$ cat src/rtl/screen_pkg.sv
// Shared definitions for the screen painters: pattern modes, the byte
// constants that build them, and the writer FSM state encoding.
package screen_pkg;

  typedef enum logic [1:0] {
    MODE_CLEAR   = 2'd0,
    MODE_FILL    = 2'd1,
    MODE_BORDER  = 2'd2,
    MODE_CHECKER = 2'd3
  } mode_t;

  typedef enum logic [1:0] {
    ST_IDLE = 2'd0,
    ST_RUN  = 2'd1,
    ST_DONE = 2'd2
  } state_t;

  localparam logic [7:0] BYTE_ZERO  = 8'h00;
  localparam logic [7:0] BYTE_FULL  = 8'hFF;
  localparam logic [7:0] EDGE_LEFT  = 8'h01;  // LSB is the leftmost pixel
  localparam logic [7:0] EDGE_RIGHT = 8'h80;
  localparam logic [7:0] CHK_EVEN   = 8'hAA;
  localparam logic [7:0] CHK_ODD    = 8'h55;

endpackage

$ cat src/rtl/screen_pattern_writer_if.sv
// Control-side request/status signals and the screen RAM write port of
// the pattern writer, bundled so the painter and its users share one
// definition.
//
// Handshake: start is a request that is accepted only when the writer is
// idle (state IDLE); requests seen while busy or during the done cycle
// are dropped, not queued. mode and fill_byte are captured on the
// accepting edge only. abort cancels a running frame on the next edge.
// wr_en is a one-cycle write strobe with no back-pressure: every cycle
// with wr_en=1 is exactly one RAM write of wr_data to wr_addr. done is a
// single-cycle pulse following the last write of a completed frame.
interface screen_pattern_writer_if #(
  parameter int ADDR_W = 11,
  parameter int DATA_W = 8
);
  import screen_pkg::*;

  logic              start;
  logic [1:0]        mode;
  logic [7:0]        fill_byte;
  logic              abort;
  logic              busy;
  logic              done;
  logic              wr_en;
  logic [ADDR_W-1:0] wr_addr;
  logic [DATA_W-1:0] wr_data;
  state_t            state;  // live FSM state for checkers and debug

  modport master (
    output start, mode, fill_byte, abort,
    input  busy, done, wr_en, wr_addr, wr_data, state
  );

  modport slave (
    input  start, mode, fill_byte, abort,
    output busy, done, wr_en, wr_addr, wr_data, state
  );

endinterface

$ cat src/rtl/screen_pattern_gen.sv
// Combinational pattern source: given the mode and the position flags of
// the byte being written, returns the screen byte. Kept free of counters
// so other painters can reuse it.
module screen_pattern_gen
  import screen_pkg::*;
(
  input  mode_t      mode,
  input  logic [7:0] fill_byte,
  input  logic       row_odd,
  input  logic       first_row,
  input  logic       last_row,
  input  logic       first_col,
  input  logic       last_col,
  output logic [7:0] pattern
);

  // Select the byte for the current position from the latched mode.
  always_comb begin
    pattern = BYTE_ZERO;
    case (mode)
      MODE_CLEAR:   pattern = BYTE_ZERO;
      MODE_FILL:    pattern = fill_byte;
      MODE_BORDER: begin
        if (first_row || last_row) begin
          pattern = BYTE_FULL;
        end else begin
          // A one-byte-wide screen has both edges in the same byte.
          pattern = (first_col ? EDGE_LEFT : BYTE_ZERO) |
                    (last_col  ? EDGE_RIGHT : BYTE_ZERO);
        end
      end
      MODE_CHECKER: pattern = row_odd ? CHK_ODD : CHK_EVEN;
      default:      pattern = BYTE_ZERO;
    endcase
  end

endmodule

$ cat src/rtl/screen_pattern_writer.sv
// Writes one full frame of a selectable pattern into the byte-wide screen
// RAM, one byte per clock, in address order. Row/column counters, a
// running row base address (no multiplier), the FSM and all output
// registers live here; the byte itself comes from screen_pattern_gen.
module screen_pattern_writer
  import screen_pkg::*;
#(
  parameter int COLS_BYTES = 16,
  parameter int ROWS       = 128,
  parameter int ADDR_W     = 11,
  parameter int DATA_W     = 8
) (
  input logic                   clk,
  input logic                   rst,
  screen_pattern_writer_if.slave bus
);

  localparam int ROW_W = (ROWS > 1) ? $clog2(ROWS) : 1;
  localparam int COL_W = (COLS_BYTES > 1) ? $clog2(COLS_BYTES) : 1;
  localparam logic [ROW_W-1:0]  ROW_LAST  = ROW_W'(ROWS - 1);
  localparam logic [COL_W-1:0]  COL_LAST  = COL_W'(COLS_BYTES - 1);
  localparam logic [ADDR_W-1:0] BASE_STEP = ADDR_W'(COLS_BYTES);

  state_t            state_q, state_d;
  logic [ROW_W-1:0]  row_q, row_d;
  logic [COL_W-1:0]  col_q, col_d;
  logic [ADDR_W-1:0] base_q, base_d;  // row_q * COLS_BYTES, kept incrementally
  mode_t             mode_q, mode_d;
  logic [7:0]        fill_q, fill_d;

  logic              busy_q, busy_d;
  logic              done_q, done_d;
  logic              wr_en_q, wr_en_d;
  logic [ADDR_W-1:0] addr_q, addr_d;
  logic [DATA_W-1:0] data_q, data_d;

  logic              first_row, last_row, first_col, last_col;
  logic [7:0]        pattern;

  assign first_row = (row_q == '0);
  assign last_row  = (row_q == ROW_LAST);
  assign first_col = (col_q == '0);
  assign last_col  = (col_q == COL_LAST);

  screen_pattern_gen u_gen (
    .mode      (mode_q),
    .fill_byte (fill_q),
    .row_odd   (row_q[0]),
    .first_row (first_row),
    .last_row  (last_row),
    .first_col (first_col),
    .last_col  (last_col),
    .pattern   (pattern)
  );

  // Next state, counter advance and next output values; the strobes
  // default low and address/data hold unless a write is issued.
  always_comb begin
    state_d = state_q;
    row_d   = row_q;
    col_d   = col_q;
    base_d  = base_q;
    mode_d  = mode_q;
    fill_d  = fill_q;
    busy_d  = 1'b0;
    done_d  = 1'b0;
    wr_en_d = 1'b0;
    addr_d  = addr_q;
    data_d  = data_q;

    case (state_q)
      ST_IDLE: begin
        // start wins over abort here; abort only matters while running.
        if (bus.start) begin
          state_d = ST_RUN;
          mode_d  = mode_t'(bus.mode);
          fill_d  = bus.fill_byte;
          row_d   = '0;
          col_d   = '0;
          base_d  = '0;
        end
      end

      ST_RUN: begin
        if (bus.abort) begin
          // Cancel without writing this cycle and without a done pulse.
          state_d = ST_IDLE;
        end else begin
          busy_d  = 1'b1;
          wr_en_d = 1'b1;
          addr_d  = base_q + ADDR_W'(col_q);
          data_d  = DATA_W'(pattern);
          if (last_col) begin
            col_d = '0;
            if (last_row) begin
              state_d = ST_DONE;
            end else begin
              row_d  = row_q + ROW_W'(1);
              base_d = base_q + BASE_STEP;
            end
          end else begin
            col_d = col_q + COL_W'(1);
          end
        end
      end

      ST_DONE: begin
        done_d  = 1'b1;
        state_d = ST_IDLE;
      end

      default: state_d = ST_IDLE;
    endcase
  end

  // State, counters, latched request and registered outputs.
  always_ff @(posedge clk or posedge rst) begin
    if (rst) begin
      state_q <= ST_IDLE;
      row_q   <= '0;
      col_q   <= '0;
      base_q  <= '0;
      mode_q  <= MODE_CLEAR;
      fill_q  <= '0;
      busy_q  <= 1'b0;
      done_q  <= 1'b0;
      wr_en_q <= 1'b0;
      addr_q  <= '0;
      data_q  <= '0;
    end else begin
      state_q <= state_d;
      row_q   <= row_d;
      col_q   <= col_d;
      base_q  <= base_d;
      mode_q  <= mode_d;
      fill_q  <= fill_d;
      busy_q  <= busy_d;
      done_q  <= done_d;
      wr_en_q <= wr_en_d;
      addr_q  <= addr_d;
      data_q  <= data_d;
    end
  end

  assign bus.busy    = busy_q;
  assign bus.done    = done_q;
  assign bus.wr_en   = wr_en_q;
  assign bus.wr_addr = addr_q;
  assign bus.wr_data = data_q;
  assign bus.state   = state_q;

endmodule

$ cat src/flat_wrapper.sv
// flat-port wrapper written by rule: the top's interface ports become plain ports
module screen_pattern_writer_flat import screen_pkg::*;
#(
  parameter int COLS_BYTES = 16,
  parameter int ROWS       = 128,
  parameter int ADDR_W     = 11,
  parameter int DATA_W     = 8
)
  (clk, rst, bus_start, bus_mode, bus_fill_byte, bus_abort, bus_busy, bus_done, bus_wr_en, bus_wr_addr, bus_wr_data, bus_state);
  screen_pattern_writer_if #(.ADDR_W(ADDR_W), .DATA_W(DATA_W)) bus_i ();
  input logic clk;
  input logic rst;
  input wire logic [$bits(bus_i.start)-1:0] bus_start;
  input wire logic [$bits(bus_i.mode)-1:0] bus_mode;
  input wire logic [$bits(bus_i.fill_byte)-1:0] bus_fill_byte;
  input wire logic [$bits(bus_i.abort)-1:0] bus_abort;
  output wire logic [$bits(bus_i.busy)-1:0] bus_busy;
  output wire logic [$bits(bus_i.done)-1:0] bus_done;
  output wire logic [$bits(bus_i.wr_en)-1:0] bus_wr_en;
  output wire logic [$bits(bus_i.wr_addr)-1:0] bus_wr_addr;
  output wire logic [$bits(bus_i.wr_data)-1:0] bus_wr_data;
  output wire logic [$bits(bus_i.state)-1:0] bus_state;
  assign bus_i.start = bus_start;
  assign bus_i.mode = bus_mode;
  assign bus_i.fill_byte = bus_fill_byte;
  assign bus_i.abort = bus_abort;
  assign bus_busy = bus_i.busy;
  assign bus_done = bus_i.done;
  assign bus_wr_en = bus_i.wr_en;
  assign bus_wr_addr = bus_i.wr_addr;
  assign bus_wr_data = bus_i.wr_data;
  assign bus_state = bus_i.state;
  screen_pattern_writer #(.COLS_BYTES(COLS_BYTES), .ROWS(ROWS), .ADDR_W(ADDR_W), .DATA_W(DATA_W)) u_core (.clk(clk), .rst(rst), .bus(bus_i));
endmodule
$ cat config.mk
export PLATFORM = sky130hd
export DESIGN_NAME = screen_pattern_writer_flat
export DESIGN_NICKNAME = d
export VERILOG_FILES = /design/src/rtl/screen_pkg.sv /design/src/rtl/screen_pattern_writer_if.sv /design/src/rtl/screen_pattern_gen.sv /design/src/rtl/screen_pattern_writer.sv /design/src/flat_wrapper.sv
export SDC_FILE = /design/constraint.sdc
export NUM_CORES = 1
export LEC_CHECK = 0
export CAP_MARGIN = 20
export CORE_ASPECT_RATIO = 2
export CORE_MARGIN = 3
export CORE_UTILIZATION = 40
export CTS_BUF_LIST = sky130_fd_sc_hd__clkbuf_8
export CTS_CLUSTER_DIAMETER = 60
export DETAILED_ROUTE_END_ITERATION = 8
export SLEW_MARGIN = 20
export SYNTH_ARGS = -nofsm -noshare
export SYNTH_HDL_FRONTEND = slang
export SYNTH_SLANG_ARGS = --single-unit
$ cat constraint.sdc
create_clock -name clk -period 2.3 [get_ports clk]
set_input_delay 0.46 -clock clk [delete_from_list [all_inputs] [get_ports clk]]
set_output_delay 0.46 -clock clk [all_outputs]
set_load 0.01 [all_outputs]
Word level (Yosys, flattened, before mapping)
Cells that the tools add are included.
{ "classes": {"n_addsub": 4, "n_mul": 0, "div": 0, "magnitude_cmp": 0, "n_eq_ne": 13, "n_shift": 0, "mux": 27, "bitwise": 2, "n_reduce_logical": 11} }
{ "op_table": {"columns": ["operator", "count"], "rows": [
  ["11-bit two-way mux", 4],
  ["8-bit case mux with 4 select lines", 1],
  ["7-bit two-way mux", 4],
  ["8-bit two-way mux", 3],
  ["11-bit case mux with 2 select lines", 1],
  ["7-bit case mux with 2 select lines", 1],
  ["4-bit two-way mux", 3],
  ["11-bit by 4-bit adder with 11-bit output", 1],
  ["11-bit by 5-bit adder with 11-bit output (second input constant)", 1],
  ["2-bit two-way mux", 4],
  ["2-bit != test (second input constant)", 4],
  ["1-bit by 8-bit OR with 8-bit output", 1],
  ["4-bit case mux with 2 select lines", 1],
  ["7-bit by 1-bit adder with 7-bit output (second input constant)", 1],
  ["7-bit == test (second input constant)", 1],
  ["7-bit zero test", 1],
  ["2-bit == test (second input constant)", 3],
  ["3-bit != test (second input constant)", 2],
  ["3-bit AND reduction", 2],
  ["5-bit AND reduction", 1],
  ["4-bit by 1-bit adder with 4-bit output (second input constant)", 1],
  ["2-bit by 1-bit == test with 1-bit output (second input constant)", 2],
  ["4-bit == test (second input constant)", 1],
  ["2-bit zero test", 2],
  ["other kinds (7)", 11]
]} }
{ "totals": {"regBits": 55, "latch_bits": 0, "ram_bits": 0, "mem_bits_ro": 0, "input_bits": 14, "out_inout_bits": 24, "word_cells": 67, "mem_count": 0} }

Depth between registers and ports, before layout
Gate-level depths: netlist of run 1.
{ "logic_depth": {"depth_word": 5, "depth_mapped": 7, "ltp_nobuf": 6} }

By module
A second synthesis of run 1 with hierarchy kept.
{ "hier_totals": {"cells_unflattened": 241, "area_unflattened_um2": 2537.4} }
{ "modules_own_cells": {"columns": ["mod", "n_inst", "cells_each", "area_per_inst_um2", "seq_area_each_um2"], "rows": [
  ["screen_pattern_writer", 1, 207, 2319.7, 1276.2],
  ["screen_pattern_gen", 1, 34, 217.7, 0.0]
]} }

Worst setup path before layout of run 1
OpenSTA, ideal clock, no wires.
{ "synth_path": {"path_kind": "reg-to-reg", "from": "register u_core.row_q[0]", "to": "register u_core.row_q[3]", "setup_ns": 0.078, "arrival_time_ns": 1.823, "required_ns": 2.222, "slack_ns": 0.399, "stages_incl_launch_ff": 7, "n_path_buf": 1, "period_less_slack_ns": 1.901, "cell_sequence": "dfrtp_1 > ha_1 > and4b_1 > a22o_4 > buf_6 > or4_1 > a21oi_1"} }
{ "synth_via": {"elab_chain_cells": 5, "elab_cells_between_ends": 8, "classes_between": "add/sub: 1; eq/ne: 2; mux: 4; reduce/logical: 1"} }
{ "synth_rtl": {"columns": ["element", "line_no", "source"], "rows": [
  ["start: declaration", "screen_pattern_writer.sv:25", "logic [ROW_W-1:0] row_q, row_d;"],
  ["start signal: assignment", "screen_pattern_writer.sv:132", "row_q <= row_d;"],
  ["7-bit by 1-bit adder with 7-bit output", "screen_pattern_writer.sv:98", "row_d = row_q + ROW_W'(1);"],
  ["7-bit two-way mux", "screen_pattern_writer.sv:95", "if (last_row) begin"],
  ["7-bit two-way mux", "screen_pattern_writer.sv:93", "if (last_col) begin"],
  ["7-bit two-way mux", "screen_pattern_writer.sv:85", "if (bus.abort) begin"],
  ["7-bit case mux with 2 select lines", "screen_pattern_writer.sv:71", "case (state_q)"]
]} }
Parallel ways exist; a longest one is shown, timed or not. The select of a mux whose other input is x is not followed.
A chain may end at the register's enable or synchronous reset.

Worst setup path after layout of run 1
{ "layout_path": {"from": "register u_core.row_q[0]", "to": "register u_core.row_q[5]"} }
Same word-level chain as after synthesis.

==> impl_summary.log, run 1 <==
[metrics] outcome: completed
[metrics] detailed-route vias per instance: 5.587
[metrics] startpoint of the most critical setup path: u_core.row_q[0]
[metrics] detailed-router iteration count before antenna repair: 4
[metrics] crit end category: register
[metrics] worst clock skew: 0.008118 ns
[metrics] peak clock frequency supported by timing: 0.5133 GHz
[metrics] netlist area before placement: 0.002401 mm²
[metrics] initial core utilization: 41.70%
[metrics] top cell type by total area after synthesis: dfrtp_1
[metrics] measured slew at the worst slew-check pin: 0.5987 ns
[metrics] Setup Slack @ Placement: 0.04276 ns
[metrics] CTS tree: built
[metrics] FF-to-FF path depth: 5
[metrics] reg-to-reg endpoint: u_core.row_q[5]
[metrics] leakage power: 0.001370 µW
[metrics] full die area: 0.007025 mm²
[metrics] Clock Path Buffers: 2
[metrics] antenna cells: 0
[metrics] number of fillers in the final layout: 546
[metrics] TritonCTS buffer count: 5
[metrics] Mapped Avg Cell Area: 10.09 µm²
[metrics] source-to-sink clock delay at the later pin of the worst-skew pair: 0.30 ns
[metrics] setup violation total in the final timing report: 0
[metrics] count of maximum capacitance violations: 0
[metrics] Total Nets Final: 301
[metrics] RSZ-0062 raised after global routing: false
[metrics] number of clock sinks: 51
[metrics] power density normalized to cell area: 737.8 mW/mm²
[metrics] standard-cell row count: 39
[metrics] cell count after synthesis: 238
[metrics] Detailed Route Iter0 Violations: 57
[metrics] number of distinct library cells after synthesis: 40
[metrics] Via Count: 1922
[metrics] Post-CTS Setup Bufs: 0
[metrics] cells taking the most area after synthesis: dfrtp_1 53%, nand2_1 7.5%, mux2_2 4.7%
[metrics] setup slack on the worst flop-to-flop path: 0.35 ns
[metrics] worst setup path endpoint: u_core.row_q[5]
[metrics] ratio of cells with drive above 1 in the final layout: 13.78%
[metrics] clk slew on worst S/H paths: 0.09 ns
[metrics] predominant post-synthesis flop cell: dfrtp_1
[metrics] area growth from synthesis to layout: 24.65%
[metrics] die span in x: 60.79 µm
[metrics] number of instances in the placed design: 336
[metrics] vias in the first global route: 1954
[metrics] normalized max-slew margin: 59.99%
[metrics] hold buffer count at cts: 0
[metrics] post-route insts no fill: 344
[metrics] count of buffers from port buffering: 37
[metrics] vertical die dimension: 115.6 µm
[metrics] max-slew violation count: 0
[metrics] highest fanout seen on the critical path: 16
[metrics] total track usage: 18.16%
[metrics] portion of the clock cycle consumed by the worst path in the final layout: 84.71%
[metrics] Crit path arrival time: 2.15 ns
[metrics] first-pass GRT wire length: 9556 µm
[metrics] share of the synthesized area in the top cell type: 53.15%
[metrics] sequential area share after synthesis: 53.15%
[metrics] number of antenna violations at the first check in global routing: 0
[metrics] CP Data Required Time: 2.50 ns
[metrics] largest net degree at the start of global routing: 30
[metrics] share of async-settable or async-resettable flops after synthesis: 100.0%
[metrics] total wire length after detailed routing: 5629 µm
[metrics] Final Hold Fails: 0
[metrics] type of the most critical hold path: primary input to asynchronous set/reset pin
[metrics] placed wire-length estimate after detailed placement: 4197 µm
[metrics] post-synthesis sequential element count: 51
[metrics] Post-Syn Nets: 257
[metrics] DR DRC count: 0
[metrics] Clk Tree Root Cell: clkbuf_8
[metrics] antenna violation net count after detailed routing: 0
[metrics] number of gates resized after CTS: 0
[metrics] start of the worst register-to-register path: u_core.row_q[0]
[metrics] ports placed on the boundary: 38
[metrics] most repeated cell in the gate-level netlist after synthesis: dfrtp_1
[metrics] count of flip-flops with a built-in enable after synthesis: 0
[metrics] Setup Crit Path Kind: register to register
[metrics] setup total negative slack: 0 ns
[metrics] Layout Utilization: 51.98%
[metrics] # H-tree levels: 2
[metrics] wire length per cell after detailed routing: 16.36 µm
[metrics] shortest period the worst path allows: 1.948 ns
[metrics] overflow left after global routing: 0
[metrics] commonest cells in the synthesized netlist: 51 x dfrtp_1, 48 x nand2_1, 17 x o21ai_0, 12 x nand3_1
[metrics] Placer Congestion: 0.7902
[metrics] Synth warnings: 0
[metrics] Std-Cell Core Area: 0.005758 mm²
[metrics] startpoint types: register
[metrics] Setup WS post-layout: 0.3518 ns
[metrics] Max rail drop VDD: 0.3742 mV
worst max-delay path, stage by stage, from the launching register on:
cell and delay [ns]:
dfrtp_1 0.46, ha_1 0.25, and4b_1 0.21, a22o_4 0.29, or4_1 0.50, mux2i_1 0.14
cells by family after synthesis:
logic type / count (synthesis) / synth area share (%)
and+or+nand+nor: 100 / 20.90
AOI/OAI and AO/OA: 51 / 14.28
DFF: 51 / 53.15
buffers and inverters: 19 / 3.544
muxes: 12 / 5.524
adders and majority gates: 5 / 2.606
layout by cell type, fill, tap and decap left out, drive strengths merged, types with 2 or more instances in the layout:
cell | synthesis | final
dfrtp | 51 | 51
nand2 | 48 | 48
clkdlybuf4s50 | 0 | 37
o21ai | 17 | 17
nand3 | 12 | 12
buf | 4 | 11
a21oi | 10 | 10
mux2 | 10 | 10
o31ai | 9 | 9
inv | 8 | 9
or4 | 8 | 8
clkbuf | 7 | 7
nand2b | 6 | 6
nor2b | 5 | 5
and3 | 5 | 5
ha | 5 | 5
nor2 | 4 | 4
nand4 | 3 | 3
o221a | 3 | 3
a22o | 3 | 3
or2 | 2 | 2
mux2i | 2 | 2
nor3b | 2 | 2
stage by stage:
step,hold slack [ns],cell area (µm²),total power [µW]
after floorplan,0.4379,2401,1415
after global placement,0.4535,2893,1672
after detailed placement,0.4587,2893,1687
after CTS,0.4282,2993,2247
after global routing,0.4555,2993,2349
final,0.4212,2993,2208
area by class of cell:
cell class	count	area, µm²	share of cell area [%]
clock inverters	1	3.754	0.1254
clock buffers	7	96.34	3.219
inverters	8	30.03	1.003
well taps	61	76.32	2.550
repair buffers	48	465.4	15.55
flip-flops and latches	51	1276	42.64
multi-input cells	168	1045	34.91
layer usage:
layer,global-route usage [%],vias to the layer above,routed length [µm]
met2,31.45,34,3102
met5,0,-,0
met1,21.10,941,2248
met4,7.815,0,110
li1,-,938,-
met3,3.344,9,169
worst min path at each step:
stage                           startpoint          endpoint  slack (ns)
final                                  rst   u_core.col_q[1]        0.42
after global routing                   rst   u_core.col_q[1]        0.46
after global placement    u_core.fill_q[5]  u_core.fill_q[5]        0.45
after CTS                              rst   u_core.col_q[1]        0.43
after floorplan           u_core.fill_q[1]  u_core.fill_q[1]        0.44
after detailed placement  u_core.fill_q[5]  u_core.fill_q[5]        0.46
registers in the layout, indices dropped and copies added (netlist names):
| signal | cells |
|---|---|
| u_core.mode_q | 2 |
| u_core.bus.wr_data | 8 |
| u_core.fill_q | 8 |
| u_core.bus.done | 1 |
| u_core.base_q | 7 |
| u_core.col_q | 4 |
| u_core.bus.busy | 1 |
| u_core.bus.wr_addr | 11 |
| u_core.bus.state | 2 |
| u_core.row_q | 7 |
power by group:
part           internal [µW]  switching (µW)  leakage (µW)  total (µW)
clock                    271             285     0.0000557         555
combinational            286             257      0.000640         542
sequential              1020            93.5      0.000674        1110
Power figures use the tool's default switching activity.
==> run 2: changes to the inputs <==
==> constraint.sdc (replaced) <==
create_clock -name clk -period 1.7 [get_ports clk]
set_input_delay 0.34 -clock clk [delete_from_list [all_inputs] [get_ports clk]]
set_output_delay 0.34 -clock clk [all_outputs]
set_load 0.01 [all_outputs]
==> impl_summary.log, run 2 (same netlist as run 1, synthesis figures left out) <==
[metrics] outcome: finished with violations
[metrics] failing checks: setup timing
[metrics] vertical die dimension: 115.6 µm (unchanged)
[metrics] maximum cell stage delay along the critical path: 0.50 ns (about the same)
[metrics] Crit path arrival time: 2.03 ns (-0.12 ns)
[metrics] Cell Chain, Critical Path: ha_4 > and4b_1 > a22o_4 > or4_1 > a21oi_2
[metrics] peak clock frequency supported by timing: 0.5588 GHz (+8.9%)
[metrics] ratio of cells with drive above 1 in the final layout: 25.00% (+11 points)
[metrics] Max stage delay cell, worst path: or4_1
[metrics] # H-tree levels: 2 (unchanged)
[metrics] number of clock sinks: 51 (unchanged)
[metrics] Placer Congestion: 0.8269 (+4.6%)
[metrics] shortest period the worst path allows: 1.790 ns (-0.1586 ns)
[metrics] full die area: 0.007025 mm² (unchanged)
[metrics] CTS tree: built
[metrics] Buf+Inv Stages, Crit Path: 0 (unchanged)
[metrics] ports placed on the boundary: 38 (unchanged)
[metrics] clk slew on worst S/H paths: 0.09 ns (about the same)
[metrics] Total Nets Final: 331 (+10%)
[metrics] Via Count: 2042 (+6.2%)
[metrics] count of buffers from port buffering: 37 (unchanged)
[metrics] sequential share of power: 46.6% (-3.7 points)
[metrics] initial core utilization: 41.70% (unchanged)
[metrics] placement-stage cell area: 0.003134 mm² (+8.3%)
[metrics] Final Hold Fails: 0 (unchanged)
[metrics] DR DRC count: 0 (unchanged)
[metrics] number of antenna violations at the first check in global routing: 0 (unchanged)
[metrics] Clk Tree Root Cell: clkbuf_8
[metrics] source-to-sink clock delay at the later pin of the worst-skew pair: 0.30 ns (about the same)
[metrics] RSZ-0062 raised after global routing: true
[metrics] detailed-route vias per instance: 5.475 (-2.0%)
[metrics] Detailed Route Iter0 Violations: 46 (-19%)
[metrics] count of maximum capacitance violations: 0 (unchanged)
[metrics] setup violation total in the final timing report: 7 (+7)
[metrics] first-pass GRT wire length: 9618 µm (+0.65%)
[metrics] die span in x: 60.79 µm (unchanged)
[metrics] measured slew at the worst slew-check pin: 0.3411 ns (-0.2576 ns)
[metrics] Clock Path Buffers: 2 (unchanged)
[metrics] CP Data Required Time: 1.94 ns (-0.56 ns)
[metrics] number of flip-flops under the largest register name: 11 (unchanged)
[metrics] crit end category: register
[metrics] leakage power: 0.001548 µW (+13%)
[metrics] largest net degree at the start of global routing: 52 (+73%)
[metrics] vias in the first global route: 2051 (+5.0%)
[metrics] highest fanout seen on the critical path: 12 (-4)
[metrics] Power Internal: 2294 µW (+46%)
[metrics] total track usage: 18.35% (+0.20 points)
[metrics] Final Instance Area: 0.003318 mm² (+11%)
[metrics] power share of the combinational group: 28.1% (+3.5 points)
[metrics] type of the most critical hold path: primary input to asynchronous set/reset pin
[metrics] Setup Crit Path Kind: register to register
[metrics] normalized max-slew margin: 77.21% (+17 points)
[metrics] max-slew violation count: 0 (unchanged)
[metrics] placed wire-length estimate after detailed placement: 4476 µm (+6.6%)
[metrics] antenna cells: 0 (unchanged)
[metrics] worst clock skew: 0.009244 ns (+0.001126 ns)
[metrics] area growth from synthesis to layout: 38.20%
[metrics] commonest non-fill, non-tap cell in the layout: dfrtp_1
[metrics] total wire length after detailed routing: 5889 µm (+4.6%)
[metrics] portion of the clock cycle consumed by the worst path in the final layout: 105.3% (+21 points)
[metrics] kind of cell adding the most delay to the critical path: simple AND/OR/NAND/NOR gates
[metrics] standard-cell row count: 39 (unchanged)
[metrics] Total Power: 3177 µW (+44%)
[metrics] highest-count cells in the layout ignoring fill and taps: 51 x dfrtp_1, 48 x nand2_1, 36 x buf_4
[metrics] Net Sw Frac: 27.81% (-0.95 points)
[metrics] overflow left after global routing: 0 (unchanged)
[metrics] startpoint types: register
[metrics] TritonCTS buffer count: 5 (unchanged)
[metrics] Setup WS post-layout: -0.08970 ns (-0.4414 ns)
[metrics] power density normalized to cell area: 957.5 mW/mm² (+30%)
[metrics] wire length per cell after detailed routing: 15.79 µm (-3.5%)
[metrics] Std-Cell Core Area: 0.005758 mm² (unchanged)
[metrics] antenna violation net count after detailed routing: 0 (unchanged)
[metrics] net switching power figure: 883.7 µW (+39%)
[metrics] clock share of power: 25.3% (about the same)
[metrics] Max rail drop VDD: 0.6399 mV (+71%)
[metrics] detailed-router iteration count before antenna repair: 4 (unchanged)
## run 2: cell types whose count changed in the layout (fill, tap and decap cells not counted), sizes merged
cell	before	now
dlygate4sd2	0	2
buf	11	41
clkbuf	7	5
clkdlybuf4s50	37	35
bufinv	0	1
## run 2: worst reg2reg max path: cells and delay by family (launching register included)
family | cells | cell delay, ns
compound gates | 2 | 0.41
simple gates | 2 | 0.70
flops | 1 | 0.42
fa+ha+maj | 1 | 0.18
## run 2: per-stage QoR
step	util (%)	setup WS (ns)	instances	setup TNS, ns	hold slack (ns)
2_1_floorplan	-	-0.05833	238	-0.06240	0.4379
3_3_place_gp	54.43	-0.3506	362	-2.794	0.4524
3_5_place_dp	54.43	-0.3710	362	-3.194	0.4567
5_1_grt	57.63	-0.1537	373	-1.419	0.4121
6_report	57.63	-0.08970	373	-0.3226	0.3893
4_1_cts	56.82	-0.06250	373	-0.2605	0.3991
## run 2: path summary, 6_finish.rpt
kind / from / end / slack, ns / cells past startpoint
max in group asynchronous: rst / u_core.bus.wr_addr[7] / 1.08 / 3
setup reg to reg: u_core.row_q[1] / u_core.base_q[9] / -0.09 / 5
hold reg to reg: u_core.fill_q[2] / u_core.fill_q[2] / 0.48 / 2
setup / recovery: u_core.row_q[1] / u_core.base_q[9] / -0.09 / 5
min in group clk: u_core.fill_q[2] / u_core.fill_q[2] / 0.48 / 2
hold / removal: rst / u_core.bus.wr_addr[0] / 0.39 / 3
## run 2: repair_timing
item,4_1_cts,5_1_grt
setup endpoints to repair,10,24
resized for setup,5,10
hold buffers,0,0
buffers inserted,4,0
pin swaps,1,1
cloned,0,0
## run 2: layer usage
layer  share of wire, %  global-route usage (%)
met5                  0                       0
met4                2.1                   7.670
met3                3.2                   3.456
met2                 57                   33.38
met1                 37                   19.80
## run 2: power by group through the flow
stage	combinational [µW]	clock, µW	sequential (µW)
4_1_cts	888	840	1490
5_1_grt	982	882	1510
2_1_floorplan	376	0	1540
3_5_place_dp	875	0	1510
6_report	892	803	1480
3_3_place_gp	862	0	1500
## run 2: cell type report
type | instances | area (µm²)
sequential | 51 | 1276
timing repair buffer | 78 | 720.7
clock inverter | 2 | 33.78
inverter | 8 | 35.03
clock buffer | 5 | 68.82
fill | 537 | 2440
multi-input combinational | 168 | 1107
tap | 61 | 76.32
==> variant, RTL diff (config.mk and constraints of run 2) <==
`DATA_W` is set to 8 in 3 places; all go to 6.
--- a/src/rtl/screen_pattern_writer_if.sv
+++ b/src/rtl/screen_pattern_writer_if.sv
@@ -13,3 +13,3 @@
   parameter int ADDR_W = 11,
-  parameter int DATA_W = 8
+  parameter int DATA_W = 6
 );
--- a/src/rtl/screen_pattern_writer.sv
+++ b/src/rtl/screen_pattern_writer.sv
@@ -10,3 +10,3 @@
   parameter int ADDR_W     = 11,
-  parameter int DATA_W     = 8
+  parameter int DATA_W     = 6
 ) (
--- a/src/flat_wrapper.sv
+++ b/src/flat_wrapper.sv
@@ -6,3 +6,3 @@
   parameter int ADDR_W     = 11,
-  parameter int DATA_W     = 8
+  parameter int DATA_W     = 6
 )
Interface: changed (resized bus_wr_data); port bits go from 38 to 36. No check against the original RTL was run, so the function may have changed too.
==> variant against run 2 <==
  * Count of clock-buffer cells in the layout increased by 2
  * Synthesized area decreased by 5.2%
  * Design area decreased by 9.0%
  * Setup slack better by 180 ps
  * Global-route usage decreased by 0.52 points
  * Wire length is 12% lower
  * Utilization is 2.4 points lower
  * Total power shrank 12%
  * Sequential cell count down 4
  * Critical endpoint is now bus_state[1]
==> variant: results (changes against run 2) <==
[layout]
syn_to_final_growth_pct=32.6  ; was 38.2%
fin_nets=323  ; was 331
area_share_nonclk_buffers_pct=19.4  ; was 21.7%
nMultiInputCombCells=179  ; was 168
fillers=510  ; was 537
signal_buffers=62  ; was 78
multi_input_area_share_pct=34.5  ; was 33.4%
clock_area_share_pct=3.44  ; was 3.09%
nNonClkInverters=9  ; was 8
drive_gt1_share_pct=16.7  ; was 25.0%

[detailed_routing]
met3_length_um=155  ; was 191 um
dr_total_vias=1889  ; was 2042
wl_met1_um=1890  ; was 2190 um
initialDrtViolationCount=37  ; was 46
wl_um=5180  ; was 5890 um

[logic_synthesis]
synthTopCellsByArea=dfrtp_1 (52%), nand2_1 (13%), mux2i_1 (4.4%)  ; was dfrtp_1 (53%), nand2_1 (7.5%), mux2_2 (4.7%)
synth_fa_ha_area_share_pct=2.75  ; was 2.61%
synth_nets=266  ; was 257
synthCells=247  ; was 238
synth.distinct_cells=36  ; was 40
ys_seq_area_share_pct=51.7  ; was 53.2%
synthMuxAreaShare_pct=4.40  ; was 5.52%
ys_ff_latch=47  ; was 51
synth_commonest_cells=nand2_1 (78), dfrtp_1 (47), nand3_1 (14)  ; was dfrtp_1 (51), nand2_1 (48), o21ai_0 (17)

[grt]
grt_usage_pct=17.8  ; was 18.4%
grt_pass1_wl_um=8990  ; was 9620 um
grt_start_max_net_pins=48  ; was 52

[setup_path]
crit_slowest_cell=clkdlybuf4s50_1  ; was or4_1
critPathMaxStageDelay_ps=550  ; was 500 ps
arrival_ps=1270  ; was 2030 ps
cp_top_family=buffers and inverters  ; was simple AND/OR/NAND/NOR gates
reg2reg_depth=6  ; was 5
r2r_end=u_core.bus.wr_data[3]  ; was u_core.base_q[9]

[placement]
place_ws_ps=-171  ; was -371 ps
gp_congestion=0.807  ; was 0.827
place_inst=357  ; was 362
io_buffers=33  ; was 37
dp_hpwl_um=3810  ; was 4480 um

[run_status]
status=complete, no violations  ; was finished with violations

[timing]
maxSlewHeadroom_pct=72.3  ; was 77.2%
fin_skew_ps=5.82  ; was 9.24 ps

[power]
pg_clk_w=0.000750  ; was 0.000803 W
powerSeq_w=0.00135  ; was 0.00148 W
p_leak_nw=1.40  ; was 1.55 nW

[die]
die_area_mm2=0.00669  ; was 0.00702 mm^2

## variant: cell types whose count changed in the layout (fill, tap and decap cells not counted), sizes merged, moves of 6 or more
cell    before  now
a211oi       0   10
or4          8    0
buf         41   29
nand2b       6   12
o31ai        9    1
mux2        10    0
nand2       48   78
mux2i        2   10
o21ai       17   11
## variant: repair_timing
action	in CTS	in global routing
hold endpoints to repair	0	0
gates resized for setup	3	5
pin swaps	0	3
endpoints found under the setup margin	7	8
buffers inserted	0	0
## variant: worst min path at each step
stage	endpoint	startpoint	slack (ps)	depth (start not counted)
floorplan	u_core.fill_q[0]	u_core.fill_q[0]	440	2
global placement	u_core.bus.wr_addr[7]	u_core.bus.wr_addr[7]	460	2
detailed placement	u_core.bus.wr_addr[8]	u_core.bus.wr_addr[8]	460	2
CTS	u_core.bus.wr_addr[2]	rst	380	3
global route	u_core.bus.wr_addr[2]	rst	390	3
finish	u_core.bus.wr_addr[2]	rst	370	3
